===== config.mk =====
export PLATFORM = sky130hd
export DESIGN_NAME = mdu_issue_ctrl
export DESIGN_NICKNAME = d
export VERILOG_FILES = /design/src/rtl/mdu_issue_ctrl.sv
export SDC_FILE = /design/constraint.sdc
export NUM_CORES = 1
export LEC_CHECK = 0
export BUFFER_PORTS_ARGS = -buffer_cell sky130_fd_sc_hd__buf_2
export CORE_AREA = 2 2 92 94
export CTS_CLUSTER_SIZE = 25
export DETAILED_ROUTE_END_ITERATION = 10
export DIE_AREA = 0 0 94 96
export PLACE_DENSITY_LB_ADDON = 0.2
export RECOVER_POWER = 50
export SLEW_MARGIN = 10
export SYNTH_ARGS = -nofsm -noshare
export SYNTH_HDL_FRONTEND = slang
export SYNTH_SLANG_ARGS = --single-unit

===== constraint.sdc =====
create_clock -name clk -period 5.05 [get_ports clk]
set_clock_uncertainty 0.1 [all_clocks]
set_input_delay 0.7575 -clock clk [delete_from_list [all_inputs] [get_ports clk]]
set_output_delay 0.7575 -clock clk [all_outputs]
set_load 0.02 [all_outputs]

===== src/rtl/mdu_issue_ctrl.sv =====
// mdu_issue_ctrl: E-stage issue controller for the multiply/divide unit.
// It decodes the E-stage MD op and drives start, op and operands to the MDU.
// A shadow busy FSM mirrors the MDU latency, including its freeze while req
// is high, and produces the D-stage stall for MD instructions. It also returns
// mfhi/mflo data to the E-stage forward mux.
//
// Ports:
//   clk, reset          clock, asynchronous active-high reset
//   req                 exception/interrupt flush (suppress issue, freeze countdown)
//   e_valid, e_op       E-stage valid and MD op
//   e_rs, e_rt          forwarded operands
//   d_is_md             D-stage instruction is an MD op
//   mdu_busy/hi/lo      status and results from the MDU
//   mdu_start/op/a/b    issue interface to the MDU
//   stall               stall D / freeze F / bubble into E
//   e_md_rdata          mfhi/mflo result
//   busy_shadow         internal busy model
// Optional (macro MDU_PROTO_CHECK_EN):
//   proto_err           sticky MDU protocol mismatch flag
//   mis_cnt             16-bit saturating mismatch cycle counter
module mdu_issue_ctrl #(
  parameter int unsigned MULT_CYCLES = 5,
  parameter int unsigned DIV_CYCLES  = 10,
  parameter int unsigned CNT_W       = 4
) (
  input  logic        clk,
  input  logic        reset,
  input  logic        req,
  input  logic        e_valid,
  input  logic [3:0]  e_op,
  input  logic [31:0] e_rs,
  input  logic [31:0] e_rt,
  input  logic        d_is_md,
  input  logic        mdu_busy,
  input  logic [31:0] mdu_hi,
  input  logic [31:0] mdu_lo,
  output logic        mdu_start,
  output logic [3:0]  mdu_op,
  output logic [31:0] mdu_a,
  output logic [31:0] mdu_b,
  output logic        stall,
  output logic [31:0] e_md_rdata,
  output logic        busy_shadow
`ifdef MDU_PROTO_CHECK_EN
  ,
  output logic        proto_err,
  output logic [15:0] mis_cnt
`endif
);

  typedef enum logic [1:0] {
    IDLE   = 2'd0,
    BUSY_M = 2'd1,
    BUSY_D = 2'd2
  } state_t;

  state_t             state;
  logic [CNT_W-1:0]   cnt;
  logic               issue_ok;
  logic               op_known;
  logic               op_arith;
  logic               op_mul;

  // Issue qualification and op decode; 1001..1111 decode as no operation.
  assign issue_ok = e_valid && !req && (state == IDLE);
  assign op_known = (e_op >= 4'd1) && (e_op <= 4'd8);
  assign op_arith = (e_op >= 4'd1) && (e_op <= 4'd4);
  assign op_mul   = (e_op == 4'd1) || (e_op == 4'd2);

  assign mdu_start   = issue_ok && op_arith;
  assign mdu_op      = (issue_ok && op_known) ? e_op : 4'd0;
  assign mdu_a       = e_rs;
  assign mdu_b       = e_rt;
  assign busy_shadow = (state != IDLE);
  // mdu_busy is ORed in so a slow or mismatched MDU can never be overrun.
  assign stall       = d_is_md && (mdu_start || busy_shadow || mdu_busy);

  // HI/LO read-back; intentionally not gated by e_valid.
  always_comb begin
    e_md_rdata = 32'd0;
    if (e_op == 4'd5)      e_md_rdata = mdu_hi;
    else if (e_op == 4'd6) e_md_rdata = mdu_lo;
  end

  // Shadow busy FSM: counts down the MDU latency, frozen while req is high.
  always_ff @(posedge clk or posedge reset) begin
    if (reset) begin
      state <= IDLE;
      cnt   <= '0;
    end else begin
      case (state)
        IDLE: begin
          if (mdu_start) begin
            if (op_mul) begin
              state <= BUSY_M;
              cnt   <= CNT_W'(MULT_CYCLES - 1);
            end else begin
              state <= BUSY_D;
              cnt   <= CNT_W'(DIV_CYCLES - 1);
            end
          end
        end
        BUSY_M, BUSY_D: begin
          if (!req) begin
            if (cnt == '0) state <= IDLE;
            else           cnt   <= cnt - CNT_W'(1);
          end
        end
        default: begin
          state <= IDLE;
          cnt   <= '0;
        end
      endcase
    end
  end

`ifdef MDU_PROTO_CHECK_EN
  logic mismatch;

  // Busy disagreement, or an MD op reaching E while the unit is busy.
  assign mismatch = (mdu_busy != busy_shadow) ||
                    (e_valid && (e_op != 4'd0) && busy_shadow);

  always_ff @(posedge clk or posedge reset) begin
    if (reset) begin
      proto_err <= 1'b0;
      mis_cnt   <= 16'd0;
    end else if (mismatch) begin
      proto_err <= 1'b1;
      if (mis_cnt != 16'hFFFF) mis_cnt <= mis_cnt + 16'd1;
    end
  end
`endif

endmodule


==> key figures, run 1 <==
Global route
  • Initial antenna violation count: 4
  • Tot GR Track Use: 9.79%
  • Vias in the first global route: 1253
  • Largest net degree at the start of global routing: 33
  • Grt total ovfl: 0
  • First-pass GRT wire length: 6730 um

Routing
  • Pre-Repair DR Iteration Count: 4
  • Post-DRT Antenna Nets: 0
  • Average wire per standard cell: 15.5 um
  • Final WL: 4890 um
  • Residual DRC: 0
  • Starting DRT DRC Count: 22
  • Via Count: 1339
  • Vias per inst: 4.25

Final layout
  • Nets: 352
  • Post-Route Utilization: 19.9%
  • Share of layout cells above drive strength 1: 60.6%
  • Number of fill cells: 919
  • Final instance area: 1600 um^2
  • Area Growth Syn to Fin: 18.8%

STA
  • Final TNS setup: 0 ns
  • Clock period minus worst slack: 2.92 ns
  • Fin crit share: 57.9%
  • Max-slew violation count: 0
  • Worst slew margin: 59.0%
  • Min Hold Slack: 0.353 ns
  • Worst-Margin Slew: 0.608 ns
  • Hold Vio Cnt, Final: 0
  • Final setup viols: 0
  • RSZ-0062 raised after global routing: no
  • Peak Freq: 342 MHz

Yosys
  • Mapped Cells: 161
  • Unique masters post-synth: 34
  • Syn. warnings: 0
  • Post-Synthesis Net Count: 303
  • Synth Cell Area: 1350 um^2
  • Number of synthesized register bits: 6
  • Avg Cell Area, Syn: 8.37 um^2
  • Ys async rst share: 100%
  • Number of flops mapped to enable cells by yosys: 0
  • Register area share after synthesis: 11.1%
  • Dominant register cell in the synthesized netlist: dfrtp_1

Power and ir drop
  • Pleak: 0.888 nW
  • PwrDens: 308 nW/um^2
  • Peak supply drop: 290 uV

Clock tree
  • # hold bufs at CTS: 0
  • Total CTS buffers: 3
  • CTS max path bufs: 2
  • Post-CTS resize count: 0
  • # Post-CTS Setup Buffers: 0
  • CTS sink cnt: 6
  • Max H-tree Level: 1
  • CTS tree: done
  • Worst-path clk slew: 0.04 ns
  • Worst-Skew Late Latency: 0.22 ns
  • CTS root buf: clkbuf_8

Setup path
  • Crit-path max FO: 32
  • CP Capture Type: output pin
  • Critical Path Slowest Stage Cell: buf_4
  • Cell mode on critical path: buf_2
  • Worst path arrival time: 2.06 ns
  • Cells along the critical path: buf_2 > nand2b_1 > nor3b_2 > buf_4 > a22o_1 > buf_2
  • Slowest cell delay on critical path: 0.37 ns
  • WS Path Type: in2out
  • CP Launch Type: input pin
  • Reg2Reg Setup Slack: 2.83 ns
  • Critical path required time: 4.19 ns

Worst hold path
  • Worst Hold Class: in2async

Floorplan
  • Initial Util: 16.7%
  • Ports: 241
  • # rows: 33
  • Die height: 96 um
  • Die area: 9020 um^2
  • Core Area: 8050 um^2
  • Die width: 94 um

Job
  • Max cap viols: 0

Placement
  • Gp weighted congestion: 0.756
  • Port buffer count: 112
  • DP HPWL: 4130 um
  • Placed cell area: 1550 um^2

Status
  • Status: finished clean
==> sequential cells by signal, summed over array words and instances (netlist names) <==
| name | flops |
|---|---|
| cnt | 4 |
| state | 2 |
==> synthesized netlist by cell type, types with 2 or more instances <==
library cell	number	share of area, %
buf_4	64	36
a22o_1	32	21
inv_1	10	2.8
buf_2	6	2.2
dfrtp_1	6	11
ha_1	4	3.7
nor3b_1	3	1.7
nor4_1	3	1.4
and2_1	2	0.93
mux2_1	2	1.7
nand2b_1	2	0.93
nor2_1	2	0.56
nor3_1	2	0.74
o21a_1	2	1.1
o2bb2ai_1	2	1.3
==> worst max-delay path, delay by kind of cell <==
kind	cells	cell delay [ns]
compound gates	1	0.23
buf+inv	3	0.70
simple gates	2	0.37
==> power breakdown <==
| part | switching, mW | total, mW | internal (mW) |
|---|---|---|---|
| Sequential | 0.0205 | 0.0935 | 0.0729 |
| Clock | 0.0198 | 0.0709 | 0.0511 |
| Combinational | 0.185 | 0.328 | 0.143 |
| Total | 0.225 | 0.493 | 0.267 |
==> layer usage <==
| layer | wire length (um) | global-route usage, % | vias to the layer above |
|---|---|---|---|
| met2 | 2010 | 12.9 | 82 |
| li1 | - | - | 627 |
| met5 | 27 | 0 | - |
| met3 | 711 | 7.13 | 24 |
| met4 | 79 | 2.29 | 4 |
| met1 | 2060 | 12.6 | 602 |
==> cell type report <==
| type | instances | area (um^2) | share of cell area [%] |
|---|---|---|---|
| Multi-Input combinational cell | 75 | 659 | 41.2 |
| Antenna cell | 2 | 5.00 | 0.313 |
| Clock buffer | 3 | 41.3 | 2.58 |
| Timing Repair Buffer | 114 | 576 | 36.0 |
| Sequential cell | 6 | 150 | 9.38 |
| Inverter | 10 | 37.5 | 2.35 |
| Tap cell | 105 | 131 | 8.21 |
==> cells in the final DEF, fill, tap and decap left out, drive strengths merged <==
| cell | synthesis | routed |
|---|---|---|
| buf | 70 | 114 |
| a22o | 32 | 32 |
| inv | 10 | 10 |
| dfrtp | 6 | 6 |
| ha | 4 | 4 |
| nor4 | 3 | 3 |
| clkbuf | 0 | 3 |
| nor3b | 3 | 3 |
| diode | 0 | 2 |
| nor3 | 2 | 2 |
| o21a | 2 | 2 |
| o2bb2ai | 2 | 2 |
| mux2 | 2 | 2 |
| nand2b | 2 | 2 |
| nor2 | 2 | 2 |
| and2 | 2 | 2 |
| o41ai | 2 | 2 |
| o21ai | 2 | 2 |
| nand2 | 2 | 2 |
| nand3b | 1 | 1 |
| nand3 | 1 | 1 |
| xnor2 | 1 | 1 |
| o31a | 1 | 1 |
| a21oi | 1 | 1 |
| a21o | 1 | 1 |
| o311ai | 1 | 1 |
| a31oi | 1 | 1 |
| nor4b | 1 | 1 |
| a2111oi | 1 | 1 |
| a32o | 1 | 1 |
| and4 | 1 | 1 |
| a221o | 1 | 1 |
==> final timing paths <==
kind	start	endpoint	cells after the start
hold reg to reg	cnt[0]	cnt[0]	1
min in group clk	cnt[0]	cnt[0]	1
max in group asynchronous	reset	cnt[2]	2
setup reg to reg	state[0]	cnt[2]	6
setup / recovery	e_op[3]	e_md_rdata[30]	6
hold / removal	reset	state[0]	2
==> stage by stage <==
step | worst slack (ns) | power, mW | std cells
after CTS | 2.10 | 0.498 | 313
after global placement | 2.12 | 0.429 | 310
final | 2.13 | 0.493 | 315
after floorplan | 2.43 | 0.396 | 161
after detailed placement | 2.10 | 0.421 | 310
after global routing | 2.00 | 0.546 | 313
==> cells by family (layout without fill, tap and decap cells) <==
group                      after synthesis  count (layout)  synth area share [%]
adders and majority gates                4               4                  3.71
AOI/OAI and AO/OA                       48              48                  32.0
xor gates and xnor gates                 1               1                 0.650
muxes                                    2               2                  1.67
and+or+nand+nor                         20              20                  10.1
buffers and inverters                   80             127                  40.7
other                                    0               2                     0
DFF                                      6               6                  11.1
Power figures use the tool's default switching activity.
==> run 2, diff against run 1 <==
Settings changed: CORE_AREA 2 2 92 94 to 2 2 93 95, DIE_AREA 0 0 94 96 to 0 0 95 97.
Clock period 5.05 ns to 3 ns, I/O delays scaled along.
==> run 2 against run 1 <==
Against the previous run: clock-buffer cell count is the same; worst hold slack got worse by 0.33 ns; first-iteration DRC count rose by 120%; utilization is 0.23 points lower; global-route usage up 0.38 points; sequential cell count unchanged; sequential power increased by 66%; critical endpoint is now stall; wire length is 4.4% higher; largest power group unchanged; final area down 0.16%; critical path type is now reg2out.
==> key figures, run 2 (synthesized netlist as in run 1, its figures left out) <==
Setup path
  • Worst path arrival time: 2.01 ns
  • R2r startpoint: state[0]
  • CP Capture Type: output pin
  • Crit-path max FO: 8
  • CP Launch Type: flip-flop
  • WS Path Type: reg2out
  • Critical path required time: 2.45 ns
  • FF-to-FF path depth: 6
  • Reg2Reg Setup Slack: 0.79 ns
  • RR Endpoint: cnt[2]

Floorplan
  • # rows: 33
  • Die height: 97 um
  • Die area: 9220 um^2
  • Die width: 95 um
  • Core Area: 8130 um^2
  • Initial Util: 16.6%
  • Ports: 241

Clock tree
  • Worst-path clk slew: 0.03 ns
  • CTS sink cnt: 6
  • Post-CTS resize count: 0
  • # hold bufs at CTS: 0
  • Max H-tree Level: 1
  • CTS tree: done
  • Total CTS buffers: 3
  • CTS max path bufs: 2
  • Worst-Skew Late Latency: 0.22 ns
  • CTS root buf: clkbuf_8
  • # Post-CTS Setup Buffers: 0

Final layout
  • Commonest non-fill, non-tap cell in the layout: buf_2
  • Number of flip-flops in the largest register: 4
  • Share of layout cells above drive strength 1: 60.6%
  • Reg area: 150 um^2
  • Area of the multi-input gates: 659 um^2
  • Nets: 352
  • Number of fill cells: 926
  • Reg with most FFs: cnt
  • Cell Count, Final, Fillers Out: 314
  • Most frequent cells in the layout: buf_2, a22o_1, inv_1, dfrtp_1, ha_1
  • Area Growth Syn to Fin: 18.6%
  • Biggest regs: cnt (4), state (2)

Global route
  • Grt total ovfl: 0
  • Vias in the first global route: 1372
  • Gr busiest metal: met2
  • GR Layer Usage met1: 11.2%
  • Tot GR Track Use: 10.2%
  • Met3 GRT Util: 6.62%
  • First-pass GRT wire length: 7230 um
  • Initial antenna violation count: 3
  • Met2 GRT Util: 15.5%
  • Largest net degree at the start of global routing: 33

STA
  • Fin crit share: 85.2%
  • Hold Vio Cnt, Final: 0
  • Peak Freq: 391 MHz
  • Final TNS setup: 0 ns
  • Worst Slack Setup Final: 0.444 ns
  • Final setup viols: 0
  • Max-slew violation count: 0
  • Clock period minus worst slack: 2.56 ns
  • Worst-Margin Slew: 0.547 ns
  • RSZ-0062 raised after global routing: no
  • Worst slew margin: 63.1%

Routing
  • Vias per inst: 4.27
  • Average wire per standard cell: 16.3 um
  • Post-DRT Antenna Nets: 0
  • Pre-Repair DR Iteration Count: 4
  • Via Count: 1341
  • Final WL: 5110 um
  • Starting DRT DRC Count: 48
  • Residual DRC: 0

Placement
  • Port buffer count: 112
  • DP HPWL: 4390 um
  • Cell count after placement: 310
  • Worst slack, placed: 0.581 ns
  • Gp weighted congestion: 0.736

Power and ir drop
  • Peak supply drop: 341 uV
  • PwrDens: 516 nW/um^2
  • Pleak: 0.888 nW

Job
  • Max cap viols: 0

Worst hold path
  • Worst Hold Class: in2async

Status
  • Status: finished clean
run 2: changes by cell type in the layout (fill, tap and decap cells not counted):
cell,delta
diode_2,-1
run 2: critical path, stage by stage (launching register included):
cell      delay (ns)
dfrtp_1         0.38
inv_1           0.06
ha_1            0.29
nand3b_4        0.15
o41ai_4         0.57
o21a_1          0.17
buf_2           0.15
run 2: worst max path at each step:
stage,from,end,slack [ns],depth (start not counted)
floorplan,state[0],stall,0.86,5
global placement,e_op[3],e_md_rdata[31],0.60,6
detailed placement,e_op[3],e_md_rdata[31],0.58,6
CTS,state[0],stall,0.42,6
global route,state[0],stall,0.27,6
finish,state[0],stall,0.44,6
run 2: routing by layer:
| layer | routed length [um] | up-vias | part of all wire (%) |
|---|---|---|---|
| met5 | 27 | - | 0.53 |
| li1 | - | 620 | - |
| met4 | 103 | 4 | 2.0 |
| met3 | 766 | 22 | 15 |
| met1 | 1900 | 597 | 37 |
| met2 | 2310 | 98 | 45 |
run 2: area by class of cell:
cell class	count	share of cell area, %
Sequential cell	6	9.40
Timing Repair Buffer	114	36.0
Inverter	10	2.35
Clock buffer	3	2.58
Antenna cell	1	0.157
Multi-Input combinational cell	75	41.3
Tap cell	105	8.22
run 2: where the power goes:
part           switching, mW  internal (mW)
logic                  0.312          0.240
registers             0.0326          0.123
clock network         0.0305         0.0858
total                  0.375          0.449
run 2: through the flow:
stage	power, mW	utilization [%]	cell area [um^2]	hold slack, ns
finish	0.824	19.6	1600	0.0278
detailed placement	0.709	19.1	1550	0.263
CTS	0.833	19.6	1600	0.0301
global route	0.907	19.6	1600	0.0463
global placement	0.723	19.1	1550	0.268
floorplan	0.666	-	1350	0.141
==> run 3, diff against run 2 <==
Settings changed: CORE_AREA 2 2 93 95 to 2 2 94 96, CTS_BUF_LIST set to sky130_fd_sc_hd__clkbuf_4, DIE_AREA 0 0 95 97 to 0 0 96 98.
==> run 3 against run 2 <==
Against the previous run: register-to-register slack is essentially flat; setup slack gained 0.0073 ns; final area shrank 1.1%; non-clock buffer count is the same; largest cell class unchanged; largest power group unchanged.
==> key figures, run 3 (synthesized netlist as in run 1, its figures left out) <==
Final layout
  • Reg area: 150 um^2
  • Area of the multi-input gates: 659 um^2
  • Share of layout cells above drive strength 1: 60.6%
  • Biggest regs: cnt (4), state (2)
  • Reg with most FFs: cnt
  • Commonest non-fill, non-tap cell in the layout: buf_2
  • Most frequent cells in the layout: buf_2, a22o_1, inv_1, dfrtp_1, ha_1
  • Nets: 352
  • Number of flip-flops in the largest register: 4
  • Number of fill cells: 985
  • Area Growth Syn to Fin: 17.3%
  • N_diodes: 0

Setup path
  • Cells along the critical path: inv_1 > ha_1 > nand3b_4 > o41ai_4 > o21a_1 > buf_2
  • Critical Path Slowest Stage Cell: o41ai_4
  • CP Launch Type: flip-flop
  • RR Endpoint: cnt[2]
  • Reg2Reg Setup Slack: 0.80 ns
  • FF-to-FF path depth: 6
  • Crit-path max FO: 8
  • R2r startpoint: state[0]
  • Slowest cell delay on critical path: 0.57 ns
  • Setup crit end: stall
  • Worst Setup SP: state[0]
  • Critical path required time: 2.45 ns
  • CP Capture Type: output pin
  • Worst path arrival time: 2.00 ns
  • WS Path Type: reg2out

Floorplan
  • Die area: 9410 um^2
  • Die width: 96 um
  • Ports: 241
  • Die height: 98 um
  • Initial Util: 15.9%
  • Core Area: 8470 um^2
  • # rows: 34

STA
  • Final setup viols: 0
  • Fin crit share: 85.0%
  • Worst slew margin: 65.3%
  • RSZ-0062 raised after global routing: no
  • Hold Vio Cnt, Final: 0
  • Worst Slack Setup Final: 0.451 ns
  • Peak Freq: 392 MHz
  • Final TNS setup: 0 ns
  • Clock period minus worst slack: 2.55 ns
  • Worst-Margin Slew: 0.518 ns
  • Max-slew violation count: 0

Clock tree
  • # Post-CTS Setup Buffers: 0
  • CTS root buf: clkbuf_4
  • Total CTS buffers: 3
  • Post-CTS resize count: 0
  • Worst-Skew Late Latency: 0.24 ns
  • CTS sink cnt: 6
  • Worst-path clk slew: 0.04 ns
  • # hold bufs at CTS: 0
  • Max H-tree Level: 1
  • CTS max path bufs: 2
  • CTS tree: done

Routing
  • Pre-Repair DR Iteration Count: 4
  • Residual DRC: 0
  • Vias per inst: 4.04
  • Post-DRT Antenna Nets: 0
  • Starting DRT DRC Count: 15
  • Via Count: 1276
  • Final WL: 4090 um
  • Average wire per standard cell: 12.9 um

Global route
  • Tot GR Track Use: 7.49%
  • Vias in the first global route: 1153
  • Initial antenna violation count: 0
  • Grt total ovfl: 0
  • Largest net degree at the start of global routing: 33
  • First-pass GRT wire length: 5620 um

Worst hold path
  • Worst Hold Class: in2async

Status
  • Status: finished clean

Placement
  • Worst slack, placed: 0.687 ns
  • Gp weighted congestion: 0.731
  • DP HPWL: 3570 um
  • Port buffer count: 112

Power and ir drop
  • Pleak: 0.881 nW
  • PwrDens: 493 nW/um^2
  • Peak supply drop: 442 uV

Job
  • Max cap viols: 0
## run 3: changes by cell type in the layout (fill, tap and decap cells not counted), sizes merged
cell | previous run | this run
diode | 1 | 0
## run 3: how the worst min path moves through the flow
stage               cells past startpoint  endpoint  startpoint  slack [ns]
global placement                        2    cnt[0]       reset        0.27
detailed placement                      2    cnt[0]       reset        0.28
finish                                  2    cnt[1]       reset        0.01
floorplan                               1    cnt[0]       reset        0.14
global route                            2    cnt[1]       reset        0.02
CTS                                     2    cnt[1]       reset        0.02
## run 3: where the power goes
part	switching, mW	internal [mW]
registers	0.0333	0.123
clock network	0.0261	0.0450
logic	0.311	0.241
total	0.370	0.409
## run 3: cell type report
class | count | area share [%]
well taps | 108 | 8.55
repair buffers | 114 | 36.4
inverters | 10 | 2.38
clock buffers | 3 | 1.43
flip-flops and latches | 6 | 9.50
multi-input cells | 75 | 41.7
## run 3: critical path: cells and delay by family, from the launching register on
family / cells / cell delay, ns
compound gates: 2 / 0.73
fa+ha+maj: 1 / 0.29
simple gates: 1 / 0.14
flops: 1 / 0.38
buf+inv: 2 / 0.21
## run 3: per-layer routing
metal  up-vias  global-route usage [%]  wire length [um]
met5         -                       0                 0
met4         0                    3.85                82
met3        10                    2.39               456
met2        71                    12.4              1900
met1       578                    8.48              1640
li1        617                       -                 -
## run 3: stage by stage
step | util (%) | cell area (um^2) | cells | hold slack (ns) | power (mW)
2_1_floorplan | - | 1350 | 161 | 0.141 | 0.666
3_3_place_gp | 18.4 | 1560 | 313 | 0.273 | 0.728
3_5_place_dp | 18.4 | 1560 | 313 | 0.276 | 0.716
4_1_cts | 18.7 | 1580 | 316 | 0.0195 | 0.791
5_1_grt | 18.7 | 1580 | 316 | 0.0165 | 0.858
6_report | 18.7 | 1580 | 316 | 0.0125 | 0.779
